File: config.mk
export PLATFORM = sky130hd
export DESIGN_NAME = alu_reservation_station
export DESIGN_NICKNAME = d
export VERILOG_FILES = /design/src/rtl/alu_reservation_station_pkg.sv /design/src/rtl/alu_reservation_station_pick.sv /design/src/rtl/alu_reservation_station.sv
export SDC_FILE = /design/constraint.sdc
export NUM_CORES = 2
export LEC_CHECK = 0
export CAP_MARGIN = 20
export CORE_MARGIN = 3
export CORE_UTILIZATION = 35
export DETAILED_ROUTE_END_ITERATION = 8
export MAX_ROUTING_LAYER = met4
export PLACE_DENSITY_LB_ADDON = 0.12
export SLEW_MARGIN = 15
export SYNTH_ARGS = -nofsm -noshare
export SYNTH_HDL_FRONTEND = slang
export SYNTH_HIERARCHICAL = 1
export SYNTH_SLANG_ARGS = --single-unit
File: constraint.sdc
create_clock -name clk_in -period 3.6 [get_ports clk_in]
set_clock_uncertainty 0.05 [all_clocks]
set_input_delay 0.72 -clock clk_in [delete_from_list [all_inputs] [get_ports clk_in]]
set_output_delay 0.72 -clock clk_in [all_outputs]
set_load 0.03 [all_outputs]
File: src/rtl/alu_reservation_station_pkg.sv
// Shared types and constants for the ALU reservation station.
// Provides widths, RV32 opcode constants and the packed op payload carried per entry.
package alu_reservation_station_pkg;

    localparam int unsigned RS_DEPTH_DEF = 4;
    localparam int unsigned TAG_W_DEF    = 3;
    localparam int unsigned XLEN         = 32;
    localparam int unsigned OPC_W        = 7;
    localparam int unsigned F3_W         = 3;
    localparam int unsigned F7_W         = 7;
    localparam int unsigned SHAMT_W      = 6;

    localparam logic [OPC_W-1:0] OP_LUI    = 7'b0110111;
    localparam logic [OPC_W-1:0] OP_AUIPC  = 7'b0010111;
    localparam logic [OPC_W-1:0] OP_JAL    = 7'b1101111;
    localparam logic [OPC_W-1:0] OP_JALR   = 7'b1100111;
    localparam logic [OPC_W-1:0] OP_BRANCH = 7'b1100011;
    localparam logic [OPC_W-1:0] OP_IMM    = 7'b0010011;
    localparam logic [OPC_W-1:0] OP_REG    = 7'b0110011;

    // Operand-independent fields of a dispatched op, passed through to the Alu untouched.
    typedef struct packed {
        logic [OPC_W-1:0]   opcode;
        logic [F3_W-1:0]    funct3;
        logic [F7_W-1:0]    funct7;
        logic [XLEN-1:0]    imm;
        logic [SHAMT_W-1:0] shamt;
        logic [XLEN-1:0]    pc;
    } op_payload_t;

endpackage

File: src/rtl/alu_reservation_station_pick.sv
// rs_priority_pick: fixed-priority arbiter, lowest index wins.
// Ports: req_i (request vector), gnt_o (one-hot grant), found_o (any request set).
module rs_priority_pick #(
    parameter int unsigned N = 4
) (
    input  logic [N-1:0] req_i,
    output logic [N-1:0] gnt_o,
    output logic         found_o
);

    always_comb begin
        gnt_o   = '0;
        found_o = 1'b0;
        for (int i = 0; i < int'(N); i++) begin
            if (req_i[i] && !found_o) begin
                gnt_o[i] = 1'b1;
                found_o  = 1'b1;
            end
        end
    end

endmodule

File: src/rtl/alu_reservation_station.sv
// alu_reservation_station: holds dispatched integer/branch ops until both operands are
// captured (at dispatch or by snooping the CDB), then issues one op per cycle to the Alu.
// Ports: clk_in/rst_n_in (async active-low), rdy_in (global stall), flush_pipline,
//   disp_* (dispatch request), cdb_* (result broadcast), rs_full (combinational),
//   have_ins .. request_PC (registered issue bundle to the Alu).
// Build option: define ALU_BYPASS_EN to add a second wakeup port alu_fwd_* (CDB has priority).
module alu_reservation_station
    import alu_reservation_station_pkg::*;
#(
    parameter int unsigned RS_DEPTH = RS_DEPTH_DEF,
    parameter int unsigned TAG_W    = TAG_W_DEF
) (
    input  logic                clk_in,
    input  logic                rst_n_in,
    input  logic                rdy_in,
    input  logic                flush_pipline,
    input  logic                disp_valid,
    input  logic [TAG_W-1:0]    disp_tag,
    input  logic [OPC_W-1:0]    disp_opcode,
    input  logic [F3_W-1:0]     disp_funct3,
    input  logic [F7_W-1:0]     disp_funct7,
    input  logic [XLEN-1:0]     disp_imm,
    input  logic [SHAMT_W-1:0]  disp_shamt,
    input  logic [XLEN-1:0]     disp_pc,
    input  logic                disp_rs1_busy,
    input  logic [TAG_W-1:0]    disp_rs1_tag,
    input  logic [XLEN-1:0]     disp_rs1_val,
    input  logic                disp_rs2_busy,
    input  logic [TAG_W-1:0]    disp_rs2_tag,
    input  logic [XLEN-1:0]     disp_rs2_val,
    input  logic                cdb_valid,
    input  logic [TAG_W-1:0]    cdb_tag,
    input  logic [XLEN-1:0]     cdb_val,
`ifdef ALU_BYPASS_EN
    input  logic                alu_fwd_valid,
    input  logic [TAG_W-1:0]    alu_fwd_tag,
    input  logic [XLEN-1:0]     alu_fwd_val,
`endif
    output logic                rs_full,
    output logic                have_ins,
    output logic [TAG_W-1:0]    ins_id,
    output logic [XLEN-1:0]     rs1_val,
    output logic [XLEN-1:0]     rs2_val,
    output logic [XLEN-1:0]     imm_val,
    output logic [SHAMT_W-1:0]  shamt_val,
    output logic [OPC_W-1:0]    opcode,
    output logic [F3_W-1:0]     funct3,
    output logic [F7_W-1:0]     funct7,
    output logic [XLEN-1:0]     request_PC
);

    localparam int unsigned IDX_W = (RS_DEPTH > 1) ? $clog2(RS_DEPTH) : 1;

    // Entry storage; an entry is EMPTY (!valid), WAITING (a busy bit set) or READY.
    logic [RS_DEPTH-1:0] valid_q, valid_d;
    logic [RS_DEPTH-1:0] b1_q, b1_d, b2_q, b2_d;
    logic [TAG_W-1:0]    tag_q [RS_DEPTH];
    logic [TAG_W-1:0]    tag_d [RS_DEPTH];
    logic [TAG_W-1:0]    t1_q  [RS_DEPTH];
    logic [TAG_W-1:0]    t1_d  [RS_DEPTH];
    logic [TAG_W-1:0]    t2_q  [RS_DEPTH];
    logic [TAG_W-1:0]    t2_d  [RS_DEPTH];
    logic [XLEN-1:0]     v1_q  [RS_DEPTH];
    logic [XLEN-1:0]     v1_d  [RS_DEPTH];
    logic [XLEN-1:0]     v2_q  [RS_DEPTH];
    logic [XLEN-1:0]     v2_d  [RS_DEPTH];
    op_payload_t         pay_q [RS_DEPTH];
    op_payload_t         pay_d [RS_DEPTH];

    // Issue bundle registers.
    logic                have_ins_q, have_ins_d;
    logic [TAG_W-1:0]    ins_id_q, ins_id_d;
    logic [XLEN-1:0]     rs1_q, rs1_d, rs2_q, rs2_d;
    op_payload_t         iss_pay_q, iss_pay_d;

    logic [RS_DEPTH-1:0] free_gnt, iss_gnt;
    logic                free_found, iss_found;
    logic [IDX_W-1:0]    free_idx, iss_idx;

    assign rs_full = &valid_q;

    rs_priority_pick #(.N(RS_DEPTH)) u_free_pick (
        .req_i   (~valid_q),
        .gnt_o   (free_gnt),
        .found_o (free_found)
    );

    rs_priority_pick #(.N(RS_DEPTH)) u_issue_pick (
        .req_i   (valid_q & ~b1_q & ~b2_q),
        .gnt_o   (iss_gnt),
        .found_o (iss_found)
    );

    // One-hot grants to indices.
    always_comb begin
        free_idx = '0;
        iss_idx  = '0;
        for (int i = 0; i < int'(RS_DEPTH); i++) begin
            if (free_gnt[i]) free_idx = IDX_W'(i);
            if (iss_gnt[i])  iss_idx  = IDX_W'(i);
        end
    end

    // Operand capture: returns {busy, value} after snooping the broadcast ports.
    function automatic logic [XLEN:0] wake(input logic busy, input logic [TAG_W-1:0] tag,
                                           input logic [XLEN-1:0] val);
        wake = {busy, val};
        if (busy && cdb_valid && (tag == cdb_tag)) begin
            wake = {1'b0, cdb_val};
        end
`ifdef ALU_BYPASS_EN
        else if (busy && alu_fwd_valid && (tag == alu_fwd_tag)) begin
            wake = {1'b0, alu_fwd_val};
        end
`endif
    endfunction

    // Next-state: stall holds everything, flush empties, otherwise wakeup + issue + dispatch.
    always_comb begin
        valid_d    = valid_q;
        b1_d       = b1_q;
        b2_d       = b2_q;
        tag_d      = tag_q;
        t1_d       = t1_q;
        t2_d       = t2_q;
        v1_d       = v1_q;
        v2_d       = v2_q;
        pay_d      = pay_q;
        have_ins_d = 1'b0;
        ins_id_d   = ins_id_q;
        rs1_d      = rs1_q;
        rs2_d      = rs2_q;
        iss_pay_d  = iss_pay_q;

        if (!rdy_in) begin
            have_ins_d = 1'b0;
        end else if (flush_pipline) begin
            valid_d = '0;
        end else begin
            for (int i = 0; i < int'(RS_DEPTH); i++) begin
                {b1_d[i], v1_d[i]} = wake(b1_q[i], t1_q[i], v1_q[i]);
                {b2_d[i], v2_d[i]} = wake(b2_q[i], t2_q[i], v2_q[i]);
            end
            if (iss_found) begin
                valid_d[iss_idx] = 1'b0;
                have_ins_d       = 1'b1;
                ins_id_d         = tag_q[iss_idx];
                rs1_d            = v1_q[iss_idx];
                rs2_d            = v2_q[iss_idx];
                iss_pay_d        = pay_q[iss_idx];
            end
            // free_found is exactly !rs_full on current occupancy; an issuing slot is not reused.
            if (disp_valid && free_found) begin
                valid_d[free_idx] = 1'b1;
                tag_d[free_idx]   = disp_tag;
                t1_d[free_idx]    = disp_rs1_tag;
                t2_d[free_idx]    = disp_rs2_tag;
                {b1_d[free_idx], v1_d[free_idx]} = wake(disp_rs1_busy, disp_rs1_tag, disp_rs1_val);
                {b2_d[free_idx], v2_d[free_idx]} = wake(disp_rs2_busy, disp_rs2_tag, disp_rs2_val);
                pay_d[free_idx]   = '{opcode: disp_opcode, funct3: disp_funct3, funct7: disp_funct7,
                                      imm: disp_imm, shamt: disp_shamt, pc: disp_pc};
            end
        end
    end

    // State registers.
    always_ff @(posedge clk_in or negedge rst_n_in) begin
        if (!rst_n_in) begin
            valid_q    <= '0;
            b1_q       <= '0;
            b2_q       <= '0;
            for (int i = 0; i < int'(RS_DEPTH); i++) begin
                tag_q[i] <= '0;
                t1_q[i]  <= '0;
                t2_q[i]  <= '0;
                v1_q[i]  <= '0;
                v2_q[i]  <= '0;
                pay_q[i] <= '0;
            end
            have_ins_q <= 1'b0;
            ins_id_q   <= '0;
            rs1_q      <= '0;
            rs2_q      <= '0;
            iss_pay_q  <= '0;
        end else begin
            valid_q    <= valid_d;
            b1_q       <= b1_d;
            b2_q       <= b2_d;
            tag_q      <= tag_d;
            t1_q       <= t1_d;
            t2_q       <= t2_d;
            v1_q       <= v1_d;
            v2_q       <= v2_d;
            pay_q      <= pay_d;
            have_ins_q <= have_ins_d;
            ins_id_q   <= ins_id_d;
            rs1_q      <= rs1_d;
            rs2_q      <= rs2_d;
            iss_pay_q  <= iss_pay_d;
        end
    end

    assign have_ins   = have_ins_q;
    assign ins_id     = ins_id_q;
    assign rs1_val    = rs1_q;
    assign rs2_val    = rs2_q;
    assign imm_val    = iss_pay_q.imm;
    assign shamt_val  = iss_pay_q.shamt;
    assign opcode     = iss_pay_q.opcode;
    assign funct3     = iss_pay_q.funct3;
    assign funct7     = iss_pay_q.funct7;
    assign request_PC = iss_pay_q.pc;

endmodule
==> results.toml <==
[timing]
post-route-min-period_ps = 3060
fin_setup_tns_ps = 0
maxSlewHeadroom_pct = 23.7
tightest_slew_ps = 1140
fmax_mhz = 327
holdWs_ps = 419
drv_slew = 0
setup_viol = 0
hold_viol = 0
rsz0062_at_grt = "false"
fin_crit_sh_pct = 84.9

[floorplanning]
core_area_sq_um = 111000
die_h_microns = 340
ios = 359
die_w_microns = 340
num_rows = 122
dieArea_sq_um = 116000
start_util_pct = 35.3

[critical_path]
cp-start-kind = "flip-flop"
critPathRequiredTime_ps = 2830
worstRegToRegCells = 7
cp.arrival_ps = 2290
critPathMaxFanout = 7
r2r-start = "valid_q[1]"
worstSetupPathType = "flip-flop to output port"
crit_start = "valid_q[1]"
cp-end-kind = "output port"

[grt]
grt_usage_pct = 24.4
grt_pass1_wl_microns = 213000
grt_overflow = 0
grt_max_degree = 225
first_global_vias = 33100
antenna_found_initial = 22

[drt]
dr_total_vias = 33100
routedWlPerCell_microns = 22.9
drt_iter0_markers = 3097
drc = 0
viasPerCell = 5.43
ant_nets = 0
dr.pass1.iters = 9
routed_wl_microns = 140000

[placed_design]
hpwlAfterDp_microns = 82800
port_buffers = 358
place.gp.congestion = 0.819

[power_and_ir_drop]
p_leak_nw = 21.4
p_per_area_nw_per_um2 = 770
ir_worst_vdd_uv = 486

[clock_tree]
cts_tree = "done"
h-tree-depth = 3
clk_pin_slew_worst_paths_ps = 70
clock_path_buffers = 3
cts.sinks = 807
clk_latency_ps = 680
cts_buffers = 96
post_cts_buffers = 0
clockRootBuffer = "clkbuf_16"

[finish]
layout_common_cells = "nand2_1 (1468), dfrtp_1 (807), clkdlybuf4s50_1 (357), o21ai_0 (342), mux2i_1 (340)"
drive_gt1_share_pct = 7.34
final_common_cell = "nand2_1"
finalNetCount = 4720
syn_to_final_growth_pct = 22.5

[hold_path]
min_path_cells = 2
min-delay-start = "pay_q[31]"
hp-class = "flip-flop to flip-flop"

[synth]
yosysWarnings = 6
syn_inst = 4332
syn_avg_cell_area_sq_um = 9.03
syn_area_sq_um = 39100
synth.net_count = 4535

[flow_run]
cap_viol_max_count = 0

[run_status]
status = "complete, no violations"
## metal layers
metal | global-route usage (%) | routed length [microns] | vias to the layer above
li1 | - | - | 15300
met2 | 36.9 | 62900 | 1175
met1 | 33.1 | 63000 | 16400
met4 | 6.86 | 3820 | 0
met5 | - | 0 | -
met3 | 5.42 | 10100 | 204
## per-stage QoR
step / area [sq um] / util (%) / power (mW) / worst slack (ps) / std cells
detailed placement: 44700 / 40.3 / 27.1 / 7.85 / 5906
global placement: 44700 / 40.3 / 26.9 / 126 / 5906
finish: 47900 / 43.3 / 36.9 / 544 / 6101
floorplan: 39100 / - / 22.0 / 976 / 4332
CTS: 47900 / 43.2 / 37.3 / 490 / 6081
global route: 47900 / 43.3 / 39.3 / 397 / 6101
## report_power, final
| part | leakage [nW] | internal [mW] | switching [mW] |
|---|---|---|---|
| Sequential | 10.3 | 12.5 | 1.83 |
| Combinational | 9.55 | 5.08 | 7.50 |
| Clock | 1.60 | 5.93 | 4.12 |
## path summary, 6_finish.rpt
path | end | slack (ps)
hold / removal | pay_q[31] | 420
max in group asynchronous | pay_q[28] | 1920
min in group asynchronous | v2_q[84] | 590
setup reg to reg | v1_q[44] | 630
hold reg to reg | pay_q[31] | 420
setup / recovery | rs_full | 540
## critical path, cell delays in order (launching register included)
cell and delay (ps):
dfrtp_1 350, inv_1 110, nor4_1 280, buf_4 190
clkdlybuf4s50_1 670
## layout make-up
class / count / area (sq um)
inverters: 168 / 631
well taps: 1488 / 1860
flip-flops and latches: 807 / 20200
diodes: 20 / 50.0
clock buffers: 130 / 2710
multi-input cells: 2966 / 16900
clock inverters: 44 / 513
fillers: 11000 / 62900
repair buffers: 478 / 5100
## registers in the layout, summed over array words and instances, names as in the netlist, 3 cells and up
register    flops
request_PC     32
b1_q            4
imm_val        32
tag_q          12
v1_q          128
ins_id          3
funct3          3
t1_q           12
funct7          7
pay_q         348
v2_q          128
rs1_val        32
rs2_val        32
valid_q         4
shamt_val       6
opcode          7
t2_q           12
b2_q            4
## repair_timing
action | 4_1_cts | 5_1_grt
resized for setup | 0 | 0
hold buffers | 1 | 0
endpoints found under the hold margin | 28 | 0
No activity file was read; power rests on OpenSTA's default activity.
